===== config.mk =====
export PLATFORM = sky130hd
export DESIGN_NAME = alu_result_stage_flat
export DESIGN_NICKNAME = d
export VERILOG_FILES = /design/src/rtl/alu_pkg.sv /design/src/rtl/alu_result_stage_if.sv /design/src/rtl/alu_flag_gen.sv /design/src/rtl/alu_result_stage.sv /design/src/flat_wrapper.sv
export SDC_FILE = /design/constraint.sdc
export NUM_CORES = 1
export LEC_CHECK = 0
export ABC_CLOCK_PERIOD_IN_PS = 1600
export CAP_MARGIN = 5
export CORE_MARGIN = 2
export CORE_UTILIZATION = 50
export CTS_BUF_LIST = sky130_fd_sc_hd__clkbuf_2 sky130_fd_sc_hd__clkbuf_4 sky130_fd_sc_hd__clkbuf_8
export CTS_CLUSTER_SIZE = 25
export DETAILED_ROUTE_END_ITERATION = 10
export PLACE_DENSITY = 0.86
export SYNTH_ARGS = -nofsm -noshare
export SYNTH_HDL_FRONTEND = slang
export SYNTH_HIERARCHICAL = 1
export SYNTH_SLANG_ARGS = --single-unit

===== constraint.sdc =====
create_clock -name clk -period 1.6 [get_ports clk]
set_input_delay 0.32 -clock clk [delete_from_list [all_inputs] [get_ports clk]]
set_output_delay 0.32 -clock clk [all_outputs]
set_load 0.01 [all_outputs]

===== src/rtl/alu_pkg.sv =====
// Shared opcode encodings, flag bit positions and flag vector type for the ALU result path.
package alu_pkg;

  localparam logic [2:0] OP_ADD  = 3'd0;
  localparam logic [2:0] OP_SUB  = 3'd1;
  localparam logic [2:0] OP_AND  = 3'd2;
  localparam logic [2:0] OP_OR   = 3'd3;
  localparam logic [2:0] OP_XOR  = 3'd4;
  localparam logic [2:0] OP_SHL  = 3'd5;
  localparam logic [2:0] OP_SHR  = 3'd6;
  localparam logic [2:0] OP_PASS = 3'd7;

  localparam int FLG_Z   = 3;
  localparam int FLG_N   = 2;
  localparam int FLG_C   = 1;
  localparam int FLG_V   = 0;
  localparam int FLAGS_W = 4;

  typedef logic [FLAGS_W-1:0] flags_t;

endpackage


===== src/rtl/alu_result_stage_if.sv =====
// ALU-side input bus and writeback-side output bus of the result stage.
// master = ALU/writeback environment, slave = the result stage.
interface alu_result_stage_if #(parameter int W = 8);
  import alu_pkg::*;

  logic         in_valid;
  logic         in_ready;
  logic [2:0]   in_op;
  logic [W-1:0] in_a;
  logic [W-1:0] in_b;
  logic [W-1:0] in_y;
  logic         out_valid;
  logic         out_ready;
  logic [W-1:0] out_y;
  flags_t       out_flags;

  modport master (
    output in_valid, in_op, in_a, in_b, in_y, out_ready,
    input  in_ready, out_valid, out_y, out_flags
  );

  modport slave (
    input  in_valid, in_op, in_a, in_b, in_y, out_ready,
    output in_ready, out_valid, out_y, out_flags
  );

endinterface


===== src/rtl/alu_flag_gen.sv =====
// Combinational Z/N/C/V derivation from opcode, operands and the ALU result.
// Z/N always come from y; C/V depend on the opcode, shift amount is b[2:0].
module alu_flag_gen
  import alu_pkg::*;
#(
  parameter int W = 8
) (
  input  logic [2:0]   op_i,
  input  logic [W-1:0] a_i,
  input  logic [W-1:0] b_i,
  input  logic [W-1:0] y_i,
  output flags_t       flags_o
);

  localparam logic [W-1:0] ONE_W = W'(1);

  logic [2:0]   sh;
  logic [W-1:0] shl_mask;
  logic [W-1:0] shr_mask;
  logic         add_c;

  assign sh = b_i[2:0];
  // Bit shifted out last: a[W-s] for SHL, a[s-1] for SHR; both masks vanish when s==0.
  assign shl_mask = ONE_W << (W - int'(sh));
  assign shr_mask = (ONE_W << sh) >> 1;
  // a+b overflows W bits exactly when a exceeds the one's complement of b.
  assign add_c = (a_i > ~b_i);

  always_comb begin
    flags_o        = '0;
    flags_o[FLG_Z] = (y_i == '0);
    flags_o[FLG_N] = y_i[W-1];
    case (op_i)
      OP_ADD: begin
        flags_o[FLG_C] = add_c;
        flags_o[FLG_V] = (a_i[W-1] == b_i[W-1]) && (y_i[W-1] != a_i[W-1]);
      end
      OP_SUB: begin
        flags_o[FLG_C] = (a_i < b_i);
        flags_o[FLG_V] = (a_i[W-1] != b_i[W-1]) && (y_i[W-1] != a_i[W-1]);
      end
      OP_SHL:  flags_o[FLG_C] = |(a_i & shl_mask);
      OP_SHR:  flags_o[FLG_C] = |(a_i & shr_mask);
      default: ;
    endcase
  end

endmodule


===== src/rtl/alu_result_stage.sv =====
// Registered ALU result stage: 2-entry skid buffer (main M, skid S), registered in_ready,
// flags captured at input, sticky flags and wrapping transfer counter on output transfers.
module alu_result_stage
  import alu_pkg::*;
#(
  parameter int W     = 8,
  parameter int CNT_W = 8
) (
  input  logic               clk,
  input  logic               rst_n,
  alu_result_stage_if.slave  bus,
  input  logic               clr_sticky,
  output flags_t             sticky_flags,
  output logic [CNT_W-1:0]   xfer_cnt
);

  flags_t in_flags;

  alu_flag_gen #(.W(W)) u_flag_gen (
    .op_i    (bus.in_op),
    .a_i     (bus.in_a),
    .b_i     (bus.in_b),
    .y_i     (bus.in_y),
    .flags_o (in_flags)
  );

  logic             m_vld_q, m_vld_d;
  logic             s_vld_q, s_vld_d;
  logic             in_rdy_q, in_rdy_d;
  logic [W-1:0]     m_y_q, m_y_d;
  logic [W-1:0]     s_y_q, s_y_d;
  flags_t           m_flg_q, m_flg_d;
  flags_t           s_flg_q, s_flg_d;
  flags_t           sticky_q, sticky_d;
  logic [CNT_W-1:0] cnt_q, cnt_d;

  logic in_xfer;
  logic out_xfer;

  assign in_xfer  = bus.in_valid && in_rdy_q;
  assign out_xfer = m_vld_q && bus.out_ready;

  always_comb begin
    m_vld_d  = m_vld_q;
    s_vld_d  = s_vld_q;
    m_y_d    = m_y_q;
    s_y_d    = s_y_q;
    m_flg_d  = m_flg_q;
    s_flg_d  = s_flg_q;
    sticky_d = sticky_q;
    cnt_d    = cnt_q;

    if (!m_vld_q) begin
      if (in_xfer) begin
        m_vld_d = 1'b1;
        m_y_d   = bus.in_y;
        m_flg_d = in_flags;
      end
    end else if (out_xfer) begin
      // in_ready is low whenever S is full, so S draining and an input never coincide.
      if (s_vld_q) begin
        m_y_d   = s_y_q;
        m_flg_d = s_flg_q;
        s_vld_d = 1'b0;
      end else if (in_xfer) begin
        m_y_d   = bus.in_y;
        m_flg_d = in_flags;
      end else begin
        m_vld_d = 1'b0;
      end
    end else if (in_xfer) begin
      s_vld_d = 1'b1;
      s_y_d   = bus.in_y;
      s_flg_d = in_flags;
    end

    in_rdy_d = !s_vld_d;

    // Clear wins over accumulation but the flags of a coincident transfer survive.
    if (clr_sticky) begin
      sticky_d = out_xfer ? m_flg_q : '0;
    end else if (out_xfer) begin
      sticky_d = sticky_q | m_flg_q;
    end

    if (out_xfer) begin
      cnt_d = cnt_q + CNT_W'(1);
    end
  end

  always_ff @(posedge clk or negedge rst_n) begin
    if (!rst_n) begin
      m_vld_q  <= 1'b0;
      s_vld_q  <= 1'b0;
      in_rdy_q <= 1'b1;
      m_y_q    <= '0;
      s_y_q    <= '0;
      m_flg_q  <= '0;
      s_flg_q  <= '0;
      sticky_q <= '0;
      cnt_q    <= '0;
    end else begin
      m_vld_q  <= m_vld_d;
      s_vld_q  <= s_vld_d;
      in_rdy_q <= in_rdy_d;
      m_y_q    <= m_y_d;
      s_y_q    <= s_y_d;
      m_flg_q  <= m_flg_d;
      s_flg_q  <= s_flg_d;
      sticky_q <= sticky_d;
      cnt_q    <= cnt_d;
    end
  end

  assign bus.in_ready  = in_rdy_q;
  assign bus.out_valid = m_vld_q;
  assign bus.out_y     = m_y_q;
  assign bus.out_flags = m_flg_q;
  assign sticky_flags  = sticky_q;
  assign xfer_cnt      = cnt_q;

endmodule

===== src/flat_wrapper.sv =====
// flat-port wrapper written by rule: the top's interface ports become plain ports
module alu_result_stage_flat import alu_pkg::*;
#(
  parameter int W     = 8,
  parameter int CNT_W = 8
)
  (clk, rst_n, clr_sticky, sticky_flags, xfer_cnt, bus_in_valid, bus_in_op, bus_in_a, bus_in_b, bus_in_y, bus_out_ready, bus_in_ready, bus_out_valid, bus_out_y, bus_out_flags);
  alu_result_stage_if #(.W(W)) bus_i ();
  input  logic clk;
  input  logic rst_n;
  input  logic clr_sticky;
  output flags_t sticky_flags;
  output logic [CNT_W-1:0] xfer_cnt;
  input wire logic [$bits(bus_i.in_valid)-1:0] bus_in_valid;
  input wire logic [$bits(bus_i.in_op)-1:0] bus_in_op;
  input wire logic [$bits(bus_i.in_a)-1:0] bus_in_a;
  input wire logic [$bits(bus_i.in_b)-1:0] bus_in_b;
  input wire logic [$bits(bus_i.in_y)-1:0] bus_in_y;
  input wire logic [$bits(bus_i.out_ready)-1:0] bus_out_ready;
  output wire logic [$bits(bus_i.in_ready)-1:0] bus_in_ready;
  output wire logic [$bits(bus_i.out_valid)-1:0] bus_out_valid;
  output wire logic [$bits(bus_i.out_y)-1:0] bus_out_y;
  output wire logic [$bits(bus_i.out_flags)-1:0] bus_out_flags;
  assign bus_i.in_valid = bus_in_valid;
  assign bus_i.in_op = bus_in_op;
  assign bus_i.in_a = bus_in_a;
  assign bus_i.in_b = bus_in_b;
  assign bus_i.in_y = bus_in_y;
  assign bus_i.out_ready = bus_out_ready;
  assign bus_in_ready = bus_i.in_ready;
  assign bus_out_valid = bus_i.out_valid;
  assign bus_out_y = bus_i.out_y;
  assign bus_out_flags = bus_i.out_flags;
  alu_result_stage #(.W(W), .CNT_W(CNT_W)) u_core (.clk(clk), .rst_n(rst_n), .bus(bus_i), .clr_sticky(clr_sticky), .sticky_flags(sticky_flags), .xfer_cnt(xfer_cnt));
endmodule

Word-level counts from Yosys, hierarchy flattened
Index checks and enable logic that the tools add are counted.
W data, S select, Z words.
{ "op_classes": {"addsub": 2, "n_lt_le_gt_ge": 2, "n_eq_ne": 7, "shift": 2, "mux": 20, "bitwise": 5, "n_reduce_logical": 11} }
{ "op_table": {"columns": ["cell", "n"], "rows": [
  ["$mux W8", 4],
  ["$shl A1 B32 Y8 const A", 1],
  ["$mux W4", 7],
  ["$reduce_or A8 Y1", 2],
  ["$add A8 B1 Y8 const B", 1],
  ["$and A8 B7 Y8", 1],
  ["$and A8 B8 Y8", 1],
  ["$gt A8 B8 Y1", 1],
  ["$logic_not A8 Y1", 1],
  ["$lt A8 B8 Y1", 1],
  ["$not A8 Y8", 1],
  ["$shl A1 B3 Y8 const A", 1],
  ["$mux W1", 7],
  ["$eq A3 B3 Y1 const B", 2],
  ["$sub A4 B3 Y5 const A", 1],
  ["$logic_and A1 B1 Y1", 4],
  ["$or A4 B4 Y4", 1],
  ["$pmux W1 S4", 1],
  ["$eq A3 B1 Y1 const B", 1],
  ["$logic_not A3 Y1", 1],
  ["$reduce_and A3 Y1", 1],
  ["$ne A1 B1 Y1", 2],
  ["$ne A2 B2 Y1 const B", 1],
  ["$pmux W1 S2", 1],
  ["other kinds (4)", 4]
]} }
{ "totals": {"reg_bits": 39, "inputBits": 32, "wordCells": 58} }

Longest topological paths before layout
Gate-level depths: netlist of run 1.
{ "logic_depth": {"ltp_word": 9, "depth_mapped": 10, "depth_no_buf": 9} }

Cells and area by module
The synthesis of run 1 kept the hierarchy.
{ "modules_own_cells": {"columns": ["mod", "n_inst", "cells_each", "area_per_inst_um2", "seq_area_each_um2"], "rows": [
  ["alu_result_stage", 1, 121, 1741.7, 977.2],
  ["alu_flag_gen", 1, 80, 614.3, 0.0]
]} }

Worst setup path after synthesis of run 1
OpenSTA, ideal clock, no wires.
{ "synth_path": {"path_type": "in2reg", "start": "input port bus_in_b[7]", "end": "register u_core.m_flg_q[1] (netlist: u_core/bus.out_flags[1])", "arrival_time_ns": 2.160, "required_time_ns": 1.475, "setup_slack_ns": -0.685, "cell_stages": 9, "n_path_buf": 0, "cell_sequence": "inv_1 -> ha_1 -> or4_1 -> and4bb_1 -> nor4_1 -> o21ai_2 -> nand4_1 -> mux2_2 -> mux2_2"} }
{ "synth_via": {"elab_chain_cells": 7} }
{ "synth_lines": {"columns": ["item", "line", "rtl"], "rows": [
  ["start, declared", "flat_wrapper.sv:17", "input wire logic [$bits(bus_i.in_b)-1:0] bus_in_b;"],
  ["$not A8 Y8", "alu_flag_gen.sv:27", "assign add_c = (a_i > ~b_i);"],
  ["$gt A8 B8 Y1", "alu_flag_gen.sv:27", null],
  ["$pmux W1 S4 *", "alu_flag_gen.sv:33", "case (op_i)"],
  ["net u_core.in_flags[1]", "alu_result_stage.sv:17", "flags_t in_flags;"],
  ["$mux W4 *", "alu_result_stage.sv:54, alu_result_stage.sv:65", null],
  ["$mux W4", "alu_result_stage.sv:61", "if (s_vld_q) begin"],
  ["$mux W4", "alu_result_stage.sv:59", "end else if (out_xfer) begin"],
  ["$mux W4 *", "alu_result_stage.sv:53", "if (!m_vld_q) begin"],
  ["end signal, assigned", "alu_result_stage.sv:108", "m_flg_q <= m_flg_d;"],
  ["end, declared", "alu_result_stage.sv:32", "flags_t m_flg_q, m_flg_d;"]
]} }
The timed path passes the listed nets; every way through them passes the cells marked *. The select of a mux whose other input is x is not followed.
A chain may end at the register's enable or synchronous reset.

Worst setup path after layout of run 1
Ends and elaborated chain as after synthesis.

==> results.cfg, run 1 <==
[synthesis]
syn_nets = 251
ys_ff_latch = 39
ys_async_sr_fraction_pct = 100
yosys_most_used_dff = dfrtp_1
syn_area_um2 = 2360
yosysMostFrequentCell = dfrtp_1
avgSynthCellArea_um2 = 11.7
synth_area_leaders = dfrtp_1 40%, mux2_4 11%, ha_1 9.6%
synth_cell_types = 40
yosys.area.top_type = dfrtp_1
yosysTopAreaCellShare_pct = 40.4
synth-edff-count = 0
ys_top_cells_by_count = 38 x dfrtp_1, 20 x mux2_2, 18 x ha_1, 18 x mux2_4, 16 x inv_1
synth_seq_area_share_pct = 41.5
syn_inst = 201
yosysWarnings = 6

[critical_path]
crit_type = input port to flop
critPathCaptureType = flop
arrival_ps = 2260
crit_required_ps = 1780
crit_path_start_kind = input port
slowest_stage = or4_4
crit_path_frequent_cell = mux2_4
crit_path_max_fanout = 2
crit_family = simple AND/OR/NAND/NOR gates
cp_cell_sequence = buf_12 -> inv_12 -> ha_4 -> or4_4 -> and4bb_1 -> nor4_2 -> o21ai_2 -> nand4_1 -> mux2_4 -> mux2_4
critPathBufInv = 2
cpPeakStageDelay_ps = 530

[detailed_routing]
drt-vias-per-instance = 5.83
ant_nets = 0
remaining_drc_errors = 0
drt_iter0_markers = 204
postRouteWirelength_um = 7530
wl_per_cell_um = 20.9
vias = 2103
firstDrtPassIters = 4

[sta]
hold-worst-slack_ps = 75.3
setup_viol = 8
fin_ws_ps = -474
report.final.hold_viol_count = 0
skew_ps = 8.84
max_freq_ghz = 0.482
fin_tns_setup_ps = -901
tightest_slew_ps = 495
finalCritPeriodShare_pct = 130
rsz0062_at_grt = yes
min_period_ps = 2070
slew_violations = 0
max_slew_margin_pct = 67.0

[grt]
antenna_found_initial = 0
overflow = 0
grt_pass1_wl_um = 10200
first_global_vias = 2167
grt_usage_pct = 25.8
grt_start_max_net_pins = 40

[clock_tree]
cts.sinks = 39
cts-root-buf = clkbuf_8
htreeDepth = 2
cts_inserted_buffers = 5
clk_pin_slew_ps = 80
cts_tree = built
clock_latency_ps = 300
clockBufferDepth = 2

[die]
die_w_um = 72.6
ios = 58
fp.coreArea_um2 = 4440
num_rows = 24
die_area_um2 = 5280
die_h_um = 72.6
initial_core_util_pct = 53.0

[run_status]
violations = setup timing
outcome = complete, but fails checks

[cells_and_area]
instances_no_fill = 361
n_antenna_cell = 0
nets = 358
nFillCells = 231
final_area_um2 = 3680
drive_gt1_share_pct = 44.7
postLayoutCoreUtil_pct = 82.7
seq_area_um2 = 977
syn2layout_area_growth_pct = 56.0
multi_input_area_um2 = 1420

[placement]
place_hpwl_um = 4380
portBuffers = 57
gp_congestion = 0.936
dpl_cell_area_um2 = 3340
place_inst = 344

[pwr]
vdd.ir_drop.worst_uv = 458
p_per_area_nw_per_um2 = 653
power.leakage_uw = 0.00187

[run]
cap_viol_max_count = 0

[min_path]
hp-class = input port to asynchronous set/reset pin
-- per-layer routing --
layer | global-route usage (%) | vias up | share of wire, %
met4 | 12.1 | 0 | 3.8
met3 | 5.25 | 27 | 5.8
li1 | - | 934 | -
met5 | 0 | - | 0
met1 | 26.8 | 1030 | 37
met2 | 48.9 | 112 | 53
-- cells by family (layout without fill, tap and decap cells) --
group                      Yosys count  count (layout)  synth area share [%]
DFF                                 39              39                  41.5
AOI/OAI and AO/OA                   26              26                  6.80
xor gates and xnor gates             9               9                  3.35
buffers and inverters               23             131                  4.89
muxes                               42              42                  23.3
and+or+nand+nor                     44              44                  10.7
adders and majority gates           18              18                  9.56
-- report_power, final --
part / internal (uW) / total, uW / switching (uW)
Combinational: 232 / 412 / 180
Clock: 641 / 1000 / 361
Sequential: 985 / 985 / 0.000000000000146
Total: 1860 / 2400 / 541
-- registers in the layout (all words and copies together) (netlist names), named ones only --
name and flops:
u_core/bus.out_y 8, u_core/s_y_q 8, u_core/xfer_cnt 8, u_core/bus.out_flags 4
u_core/s_flg_q 4, u_core/sticky_flags 4, u_core/bus.in_ready 1, u_core/bus.out_valid 1
-- cells in the final DEF, fill, tap and decap left out, types with 2 or more instances in the layout --
cell type / instances
ha_4: 7
o21ai_0: 8
mux2_2: 12
xnor2_1: 8
clkbuf_2: 4
buf_8: 2
clkbuf_8: 5
a21oi_1: 8
nor2_2: 2
inv_1: 8
nor2_1: 2
bufinv_16: 2
nor2b_1: 4
buf_6: 5
dlymetal6s2s_1: 4
buf_12: 4
inv_2: 5
ha_1: 10
nand2_1: 14
clkdlybuf4s50_1: 34
dlygate4sd2_1: 5
dfrtp_1: 38
and3_1: 2
or4_1: 2
mux2_4: 26
inv_4: 2
buf_2: 4
mux2i_1: 3
nand4_1: 6
buf_4: 43
-- repair_timing --
item | 4_1_cts | 5_1_grt
pin swaps | 9 | 8
hold endpoints to repair | 0 | 0
cloned | 0 | 1
setup endpoints to repair | 10 | 13
gates resized for setup | 68 | 30
hold buffers | 0 | 0
setup buffers | 6 | 2
-- area by class of cell --
class	instances	area share (%)
clock buffers	6	2.08
clock inverters	2	1.63
inverters	16	2.11
multi-input cells	139	38.7
flip-flops and latches	39	26.6
well taps	52	1.77
repair buffers	107	27.2
-- final timing paths --
| path | cells after the start | slack, ps | startpoint | to |
|---|---|---|---|---|
| max | 10 | -470 | bus_in_b[7] | u_core/bus.out_flags[1] |
| min in group clk | 5 | 510 | bus_out_ready | u_core/bus.out_valid |
| min | 2 | 80 | rst_n | u_core/bus.out_y[1] |
| min reg2reg | 1 | 520 | u_core/bus.out_y[2] | u_core/bus.out_y[2] |
| max in group asynchronous | 2 | 1150 | rst_n | u_core/bus.in_ready |
| max reg2reg | 5 | -50 | u_core/bus.out_valid | u_core/bus.out_flags[3] |
-- metrics by stage --
step	worst slack, ps	total power, uW
5_1_grt	-522	2480
6_report	-474	2400
3_5_place_dp	-1320	1370
2_1_floorplan	-566	1140
4_1_cts	-426	2380
3_3_place_gp	-1270	1360
No activity file was read; power rests on OpenSTA's default activity.
==> run 2, diff against run 1 <==
--- a/config.mk
+++ b/config.mk
@@ -5,7 +5,7 @@
 export SDC_FILE = /design/constraint.sdc
 export NUM_CORES = 1
 export LEC_CHECK = 0
-export ABC_CLOCK_PERIOD_IN_PS = 1600
+export ABC_CLOCK_PERIOD_IN_PS = 2120
 export CAP_MARGIN = 5
 export CORE_MARGIN = 2
 export CORE_UTILIZATION = 50
@@ -17,3 +17,4 @@
 export SYNTH_HDL_FRONTEND = slang
 export SYNTH_HIERARCHICAL = 1
 export SYNTH_SLANG_ARGS = --single-unit
+export TNS_END_PERCENT = 50
==> constraint.sdc (replaced) <==
create_clock -name clk -period 2.12 [get_ports clk]
set_input_delay 0.424 -clock clk [delete_from_list [all_inputs] [get_ports clk]]
set_output_delay 0.424 -clock clk [all_outputs]
set_load 0.01 [all_outputs]
==> results.cfg, run 2 (same netlist as run 1, synthesis figures left out) <==
[pwr]
p_per_area_nw_per_um2 = 481
p_int_uw = 1270
vdd.ir_drop.worst_uv = 261
power.leakage_uw = 0.00168
p_seq_share_pct = 44.4
p_sw_share_pct = 24.2
combPwrFrac_pct = 18.5
p_switching_uw = 404
clock_power_share_pct = 37.1

[grt]
grt_pass1_wl_um = 9140
first_global_vias = 1949
antenna_found_initial = 0
grt_usage_pct = 23.0
overflow = 0
grt_start_max_net_pins = 40

[critical_path]
arrival_ps = 2290
cp_cell_sequence = buf_6 -> ha_4 -> or4_4 -> and4bb_1 -> nor4_2 -> o21ai_2 -> nand4_1 -> mux2_4 -> mux2_4
slowest_stage = or4_4
crit_path_start_kind = input port
crit_path_frequent_cell = mux2_4
critPathBufInv = 1
crit_path_max_fanout = 2
crit_required_ps = 2310
critPathCaptureType = flop
crit_family = simple AND/OR/NAND/NOR gates
cpPeakStageDelay_ps = 530
crit_type = input port to flop

[clock_tree]
cts-root-buf = clkbuf_8
clockBufferDepth = 2
cts.sinks = 39
cts_tree = built
clock_latency_ps = 290
cts_inserted_buffers = 5
holdBufCountCts = 0
clk_pin_slew_ps = 80
htreeDepth = 2

[die]
die_w_um = 72.6
fp.coreArea_um2 = 4440
initial_core_util_pct = 53.0
num_rows = 24
ios = 58
die_h_um = 72.6
die_area_um2 = 5280

[detailed_routing]
routed.top_layer = met4
route.met2.wl_um = 3100
vias = 1879
firstDrtPassIters = 4
ant_nets = 0
drt_iter0_markers = 163
drt-vias-per-instance = 5.48
met1_length_um = 2250
wl_met3_um = 211
wl_per_cell_um = 16.5
postRouteWirelength_um = 5670
remaining_drc_errors = 0

[sta]
max_freq_ghz = 0.475
rsz0062_at_grt = yes
skew_ps = 6.86
report.final.hold_viol_count = 0
max_slew_margin_pct = 68.0
finalCritPeriodShare_pct = 99.3
fin_tns_setup_ps = 0
min_period_ps = 2110
slew_violations = 0
setup_viol = 0
tightest_slew_ps = 480

[min_path]
hp-class = input port to asynchronous set/reset pin

[placement]
dpl_cell_area_um2 = 3240
gp_congestion = 0.917
portBuffers = 57
place_hpwl_um = 4140

[cells_and_area]
nets = 340
n_antenna_cell = 0
postLayoutCoreUtil_pct = 78.3
multi_input_area_um2 = 1430
syn2layout_area_growth_pct = 47.7
nFillCells = 288
final_area_um2 = 3480
seq_area_um2 = 977
final_common_cell = clkdlybuf4s50_1
most-common-layout-cells = 40 x clkdlybuf4s50_1, 38 x dfrtp_1, 28 x buf_4, 20 x mux2_4, 18 x mux2_2
drive_gt1_share_pct = 40.9

[run_status]
outcome = complete, no violations

[run]
cap_viol_max_count = 0
==> run 2: cell count changes in the layout (fill, tap and decap cells not counted), moves of 2 or more <==
| cell | previous run | this run |
|---|---|---|
| clkbuf_2 | 4 | 2 |
| ha_1 | 10 | 8 |
| clkdlybuf4s50_1 | 34 | 40 |
| dlymetal6s2s_1 | 4 | 0 |
| mux2_2 | 12 | 18 |
| buf_4 | 43 | 28 |
| buf_8 | 2 | 0 |
| mux2_4 | 26 | 20 |
==> run 2: per-stage QoR <==
step                      hold slack, ps  power [uW]  cells  setup WS, ps
final                                168        1670    343          14.5
after global routing                 212        1740    343         -25.6
after CTS                            185        1670    343          1.30
after detailed placement             478        1020    332          -876
after global placement               459        1010    332          -847
after floorplan                      128         862    201          -150
==> run 2: timing repair <==
| action | CTS | global route |
|---|---|---|
| gates resized for setup | 65 | 10 |
| buffers inserted | 3 | 0 |
| pin swaps | 10 | 7 |
| endpoints found under the setup margin | 2 | 2 |
==> run 2: power by group through the flow <==
stage	Clock, uW	Sequential (uW)	Combinational (uW)
2_1_floorplan	0	758	104
3_3_place_gp	0	758	257
3_5_place_dp	0	758	266
4_1_cts	633	743	296
5_1_grt	663	743	338
6_report	621	743	309
==> run 2: final timing paths <==
| kind | start | endpoint | slack (ps) | depth (start not counted) |
|---|---|---|---|---|
| min in group clk | u_core/xfer_cnt[7] | u_core/xfer_cnt[7] | 490 | 1 |
| hold / removal | rst_n | u_core/bus.out_y[2] | 170 | 2 |
| setup reg to reg | u_core/bus.out_valid | u_core/bus.out_y[1] | 490 | 4 |
| hold reg to reg | u_core/xfer_cnt[7] | u_core/xfer_cnt[7] | 490 | 1 |
| max in group asynchronous | rst_n | u_core/bus.in_ready | 1600 | 2 |
| setup / recovery | bus_in_a[4] | u_core/bus.out_flags[1] | 10 | 9 |
==> run 2: cell type report <==
cell class	count	share of cell area (%)
clock buffer	5	1.98
sequential	39	28.1
tap	52	1.87
clock inverter	3	1.26
inverter	16	2.16
multi-input combinational	139	41.0
timing repair buffer	89	23.6
==> run 2: metal layers <==
layer	vias to the layer above	GRT usage, %
li1	895	-
met1	912	26.5
met3	9	3.18
met2	63	43.0
met4	0	8.44
met5	-	0
==> run 3, diff against run 2 <==
--- a/config.mk
+++ b/config.mk
@@ -6,13 +6,14 @@
 export NUM_CORES = 1
 export LEC_CHECK = 0
 export ABC_CLOCK_PERIOD_IN_PS = 2120
-export CAP_MARGIN = 5
+export CAP_MARGIN = 20
 export CORE_MARGIN = 2
 export CORE_UTILIZATION = 50
 export CTS_BUF_LIST = sky130_fd_sc_hd__clkbuf_2 sky130_fd_sc_hd__clkbuf_4 sky130_fd_sc_hd__clkbuf_8
 export CTS_CLUSTER_SIZE = 25
 export DETAILED_ROUTE_END_ITERATION = 10
 export PLACE_DENSITY = 0.86
+export REMOVE_ABC_BUFFERS = 1
 export SYNTH_ARGS = -nofsm -noshare
 export SYNTH_HDL_FRONTEND = slang
 export SYNTH_HIERARCHICAL = 1
==> results.cfg, run 3 (same netlist as run 1, synthesis figures left out) <==
[grt]
first_global_vias = 2062
antenna_found_initial = 0
overflow = 0
busiest_layer = met2
use_met3_pct = 3.18
grt_usage_pct = 23.3
met2_usage_pct = 43.8
grt_start_max_net_pins = 28
grt_pass1_wl_um = 9480
gr-usage-met1_pct = 26.2

[sta]
report.final.hold_viol_count = 0
max_slew_margin_pct = 60.7
setup_viol = 1
tightest_slew_ps = 589
slew_violations = 0
hold-worst-slack_ps = 128
min_period_ps = 2200
rsz0062_at_grt = yes
max_freq_ghz = 0.454
finalCritPeriodShare_pct = 104
skew_ps = 5.03
fin_ws_ps = -80.7

[pwr]
p_switching_uw = 395
p_int_uw = 1130
clock_power_share_pct = 32.0
p_seq_share_pct = 48.7
p_per_area_nw_per_um2 = 450
p_sw_share_pct = 25.9
vdd.ir_drop.worst_uv = 273
combPwrFrac_pct = 19.4
power.total_uw = 1530
power.leakage_uw = 0.00166

[clock_tree]
clk_pin_slew_ps = 70
cts_tree = built
holdBufCountCts = 0
cts_inserted_buffers = 5
clockBufferDepth = 2
clock_latency_ps = 290
htreeDepth = 2
cts-root-buf = clkbuf_8
cts.sinks = 39

[die]
initial_core_util_pct = 53.0
die_area_um2 = 5280
num_rows = 24
fp.coreArea_um2 = 4440
ios = 58
die_w_um = 72.6
die_h_um = 72.6

[detailed_routing]
remaining_drc_errors = 0
drt-vias-per-instance = 5.62
vias = 1932
ant_nets = 0
wl_per_cell_um = 17.2
postRouteWirelength_um = 5920
firstDrtPassIters = 4
drt_iter0_markers = 95

[critical_path]
crit_path_max_fanout = 2
crit_required_ps = 2300
crit_path_start_kind = input port
crit_type = input port to flop
critPathCaptureType = flop
arrival_ps = 2380

[cells_and_area]
n_antenna_cell = 0
final_common_cell = clkdlybuf4s50_1
drive_gt1_share_pct = 39.0
most-common-layout-cells = 40 x clkdlybuf4s50_1, 38 x dfrtp_1, 31 x buf_4, 20 x mux2_4, 18 x mux2_2
syn2layout_area_growth_pct = 44.1
nets = 341

[placement]
gp_congestion = 0.866
portBuffers = 57
place_hpwl_um = 4260

[run_status]
violations = setup timing
outcome = complete, but fails checks

[min_path]
hp-class = input port to asynchronous set/reset pin

[run]
cap_viol_max_count = 0
-- run 3: cell types whose count changed in the layout (fill, tap and decap cells not counted), sizes merged --
| cell | before | now |
|---|---|---|
| bufinv | 1 | 0 |
| buf | 40 | 42 |
| clkinv | 2 | 3 |
| clkdlybuf4s15 | 2 | 1 |
-- run 3: what timing repair did --
item                                    in CTS  in global routing
setup buffers                                3                  1
gates resized for setup                     63                 11
cloned                                       0                  0
pin swaps                                   11                  8
endpoints found under the setup margin       2                  1
endpoints found under the hold margin        0                  0
-- run 3: path summary, 6_finish.rpt --
check / start / end / slack (ps) / cells after the start
min reg2reg: u_core/xfer_cnt[7] / u_core/xfer_cnt[7] / 480 / 1
max reg2reg: u_core/bus.out_valid / u_core/bus.out_y[4] / 430 / 4
min in group clk: u_core/xfer_cnt[7] / u_core/xfer_cnt[7] / 480 / 1
min: rst_n / u_core/sticky_flags[0] / 130 / 1
max in group asynchronous: rst_n / u_core/xfer_cnt[7] / 1450 / 2
max: bus_in_b[5] / u_core/bus.out_flags[1] / -80 / 10
-- run 3: layout make-up --
| cell class | instances | area (um2) |
|---|---|---|
| Clock inverter | 3 | 15.0 |
| Sequential cell | 39 | 977 |
| Inverter | 16 | 65.1 |
| Timing Repair Buffer | 90 | 811 |
| Clock buffer | 5 | 68.8 |
| Tap cell | 52 | 65.1 |
| Fill cell | 295 | 1050 |
| Multi-Input combinational cell | 139 | 1390 |
-- run 3: critical path, cell delays in order --
cell and delay, ps:
buf_6 100, inv_2 60, ha_4 200, or4_4 510, and4bb_1 300, nor4_2 50
o21ai_2 50, nand4_1 140, mux2_4 300, mux2_4 260
-- run 3: metal layers --
metal / wire [um] / part of all wire (%)
met4: 150 / 2.5
met2: 3230 / 55
met5: 0 / 0
met1: 2290 / 39
met3: 245 / 4.1
-- run 3: power by group through the flow --
stage	Clock, uW	Combinational, uW	Sequential [uW]
2_1_floorplan	0	89.9	758
3_3_place_gp	0	241	758
3_5_place_dp	0	249	758
4_1_cts	494	277	743
5_1_grt	528	316	743
6_report	488	296	743
-- run 3: metrics by stage --
step / setup slack (ps) / TNS, ps / utilization, % / std cells / instance area [um2]
after floorplan: -269 / -286 / - / 194 / 2300
after global placement: -759 / -1370 / 71.4 / 332 / 3170
after detailed placement: -858 / -1590 / 71.4 / 332 / 3170
after CTS: -18.6 / -18.6 / 75.9 / 343 / 3370
after global routing: -97.4 / -97.4 / 76.4 / 344 / 3400
final: -80.7 / -80.7 / 76.4 / 344 / 3400
==> variant (config.mk and constraints of run 2) <==
Set the package constant `FLAGS_W` to 5 (it was 4).
--- a/src/rtl/alu_pkg.sv
+++ b/src/rtl/alu_pkg.sv
@@ -14,7 +14,7 @@
   localparam int FLG_N   = 2;
   localparam int FLG_C   = 1;
   localparam int FLG_V   = 0;
-  localparam int FLAGS_W = 4;
+  localparam int FLAGS_W = 5;
 
   typedef logic [FLAGS_W-1:0] flags_t;
 
Ports: changed (resized bus_out_flags and sticky_flags); port bits go from 58 to 60. No check against the original RTL was run, so the function may have changed too.
==> variant against run 2 <==
Final area rose by 0.47%; area after synthesis up 4.7%; die area grew 4.4%; global-route usage is 0.13 points lower; non-clock buffer count is 1 higher; via count grew 12%; setup slack better by 0.040 ns; sequential cell count grew 3; wire length up 9.6%.
Power is not compared: it rests on default switching activity, and its combinational part moved more than twofold at a synthesized area within 25%.
==> variant: results (changes against run 2) <==
Post-CTS Setup Bufs=0 (-3); total track usage=22.88% (-0.13 points); worst slack at placement=-0.5787 ns (+0.2976 ns); met2 Usage GRT=37.90% (-5.1 points); number of filler cells placed in the layout=348 (+21%); cell types occupying the most area after synthesis=dfrtp_1, ha_1, mux2_4; violation count after the first detailed-routing iteration=121 (-26%); maximum number of pins on one net before global-route repair=43 (+7.5%); Avg WL per Cell=16.30 um (-1.4%); commonest cells in the synthesized netlist=dfrtp_1, ha_1, and3_1, inv_1, nand2_1; depth of the worst register-to-register path=3 (-1); number of buffers inserted by port buffering=59 (+3.5%); clock edge transition at the registers on the reported setup and hold paths=0.08 ns (about the same); HPWL after DPL=4445 um (+7.4%); run status=finished clean; final net count=363 (+6.8%); Worst-Margin Slew=0.5979 ns (+0.1178 ns); capture instance of the worst register-to-register path=u_core/s_flg_q[4]$_DFFE_PN0P_; Worst Clk Skew=0.009592 ns (+0.002731 ns); sequential-to-total area share from yosys stat=42.67% (+1.2 points); ratio of routed vias to standard cells=5.543 (+1.2%); fraction of layout instances using a drive strength above 1=25.16% (-16 points); global routing met1 resource utilization=31.10% (+4.6 points); GR met3 Demand/Resource=3.659% (+0.48 points); Synth cell types=46 (+15%); smallest setup slack after layout=0.05438 ns (+0.03986 ns)
[variant: stage by stage]
step,std cells,power [mW],area [um2],util (%)
3_3_place_gp,373,2.885,3293,69.26
4_1_cts,381,3.595,3410,71.71
5_1_grt,381,3.827,3496,73.53
3_5_place_dp,373,2.935,3293,69.26
2_1_floorplan,230,2.211,2479,-
6_report,381,3.602,3496,73.53
[variant: worst min-delay path by stage]
stage                                          to  slack, ns                           start
6_report          u_core/bus.out_y[2]$_DFFE_PN0P_       0.19                           rst_n
5_1_grt        u_core/sticky_flags[4]$_DFFE_PN0P_       0.25                           rst_n
4_1_cts           u_core/bus.out_y[2]$_DFFE_PN0P_       0.21                           rst_n
3_5_place_dp       u_core/xfer_cnt[7]$_DFFE_PN0P_       0.46  u_core/xfer_cnt[7]$_DFFE_PN0P_
3_3_place_gp       u_core/xfer_cnt[7]$_DFFE_PN0P_       0.46  u_core/xfer_cnt[7]$_DFFE_PN0P_
2_1_floorplan                           async pin       0.13                           rst_n
[variant: routing by layer]
| layer | vias up | wire (um) |
|---|---|---|
| met5 | - | 0 |
| met4 | 0 | 111 |
| met3 | 11 | 252 |
| met2 | 63 | 3038 |
| met1 | 1036 | 2807 |
| li1 | 1002 | - |
[variant: worst max-delay path, stage by stage]
cell and delay (ns):
dlygate4sd2_1 0.27, ha_4 0.23, or4_4 0.52, and4bb_1 0.30, nor4_2 0.05, o21ai_2 0.05, nand4_1 0.12, a31oi_1 0.20
o2bb2ai_1 0.08
[variant: cells by family (layout without fill, tap and decap cells)]
logic type / Yosys count / count (layout) / synth area share [%]
compound gates: 51 / 51 / 14.05
buf+inv: 29 / 113 / 5.834
mux: 19 / 19 / 10.50
fa+ha+maj: 18 / 18 / 9.133
flops: 42 / 42 / 42.67
other cells: 1 / 1 / 0.1521
xor+xnor: 9 / 9 / 3.197
simple gates: 61 / 61 / 14.46
[variant: what timing repair did]
action | CTS | global route
gates resized for setup | 14 | 24
setup endpoints to repair | 2 | 2
pin swaps | 8 | 7
hold endpoints to repair | 0 | 0
[variant: power by group through the flow]
stage | logic, mW | clock network, mW | registers [mW]
global route | 1.70 | 0.683 | 1.45
floorplan | 0.793 | 0 | 1.42
finish | 1.56 | 0.634 | 1.41
CTS | 1.54 | 0.647 | 1.40
detailed placement | 1.53 | 0 | 1.41
global placement | 1.49 | 0 | 1.40
[variant: cell type report]
class	count	share of cell area (%)
Clock buffer	7	2.398
Clock inverter	1	0.8590
Inverter	15	1.611
Multi-Input combinational cell	159	39.33
Sequential cell	42	30.10
Tap cell	67	2.398
Timing Repair Buffer	90	23.30
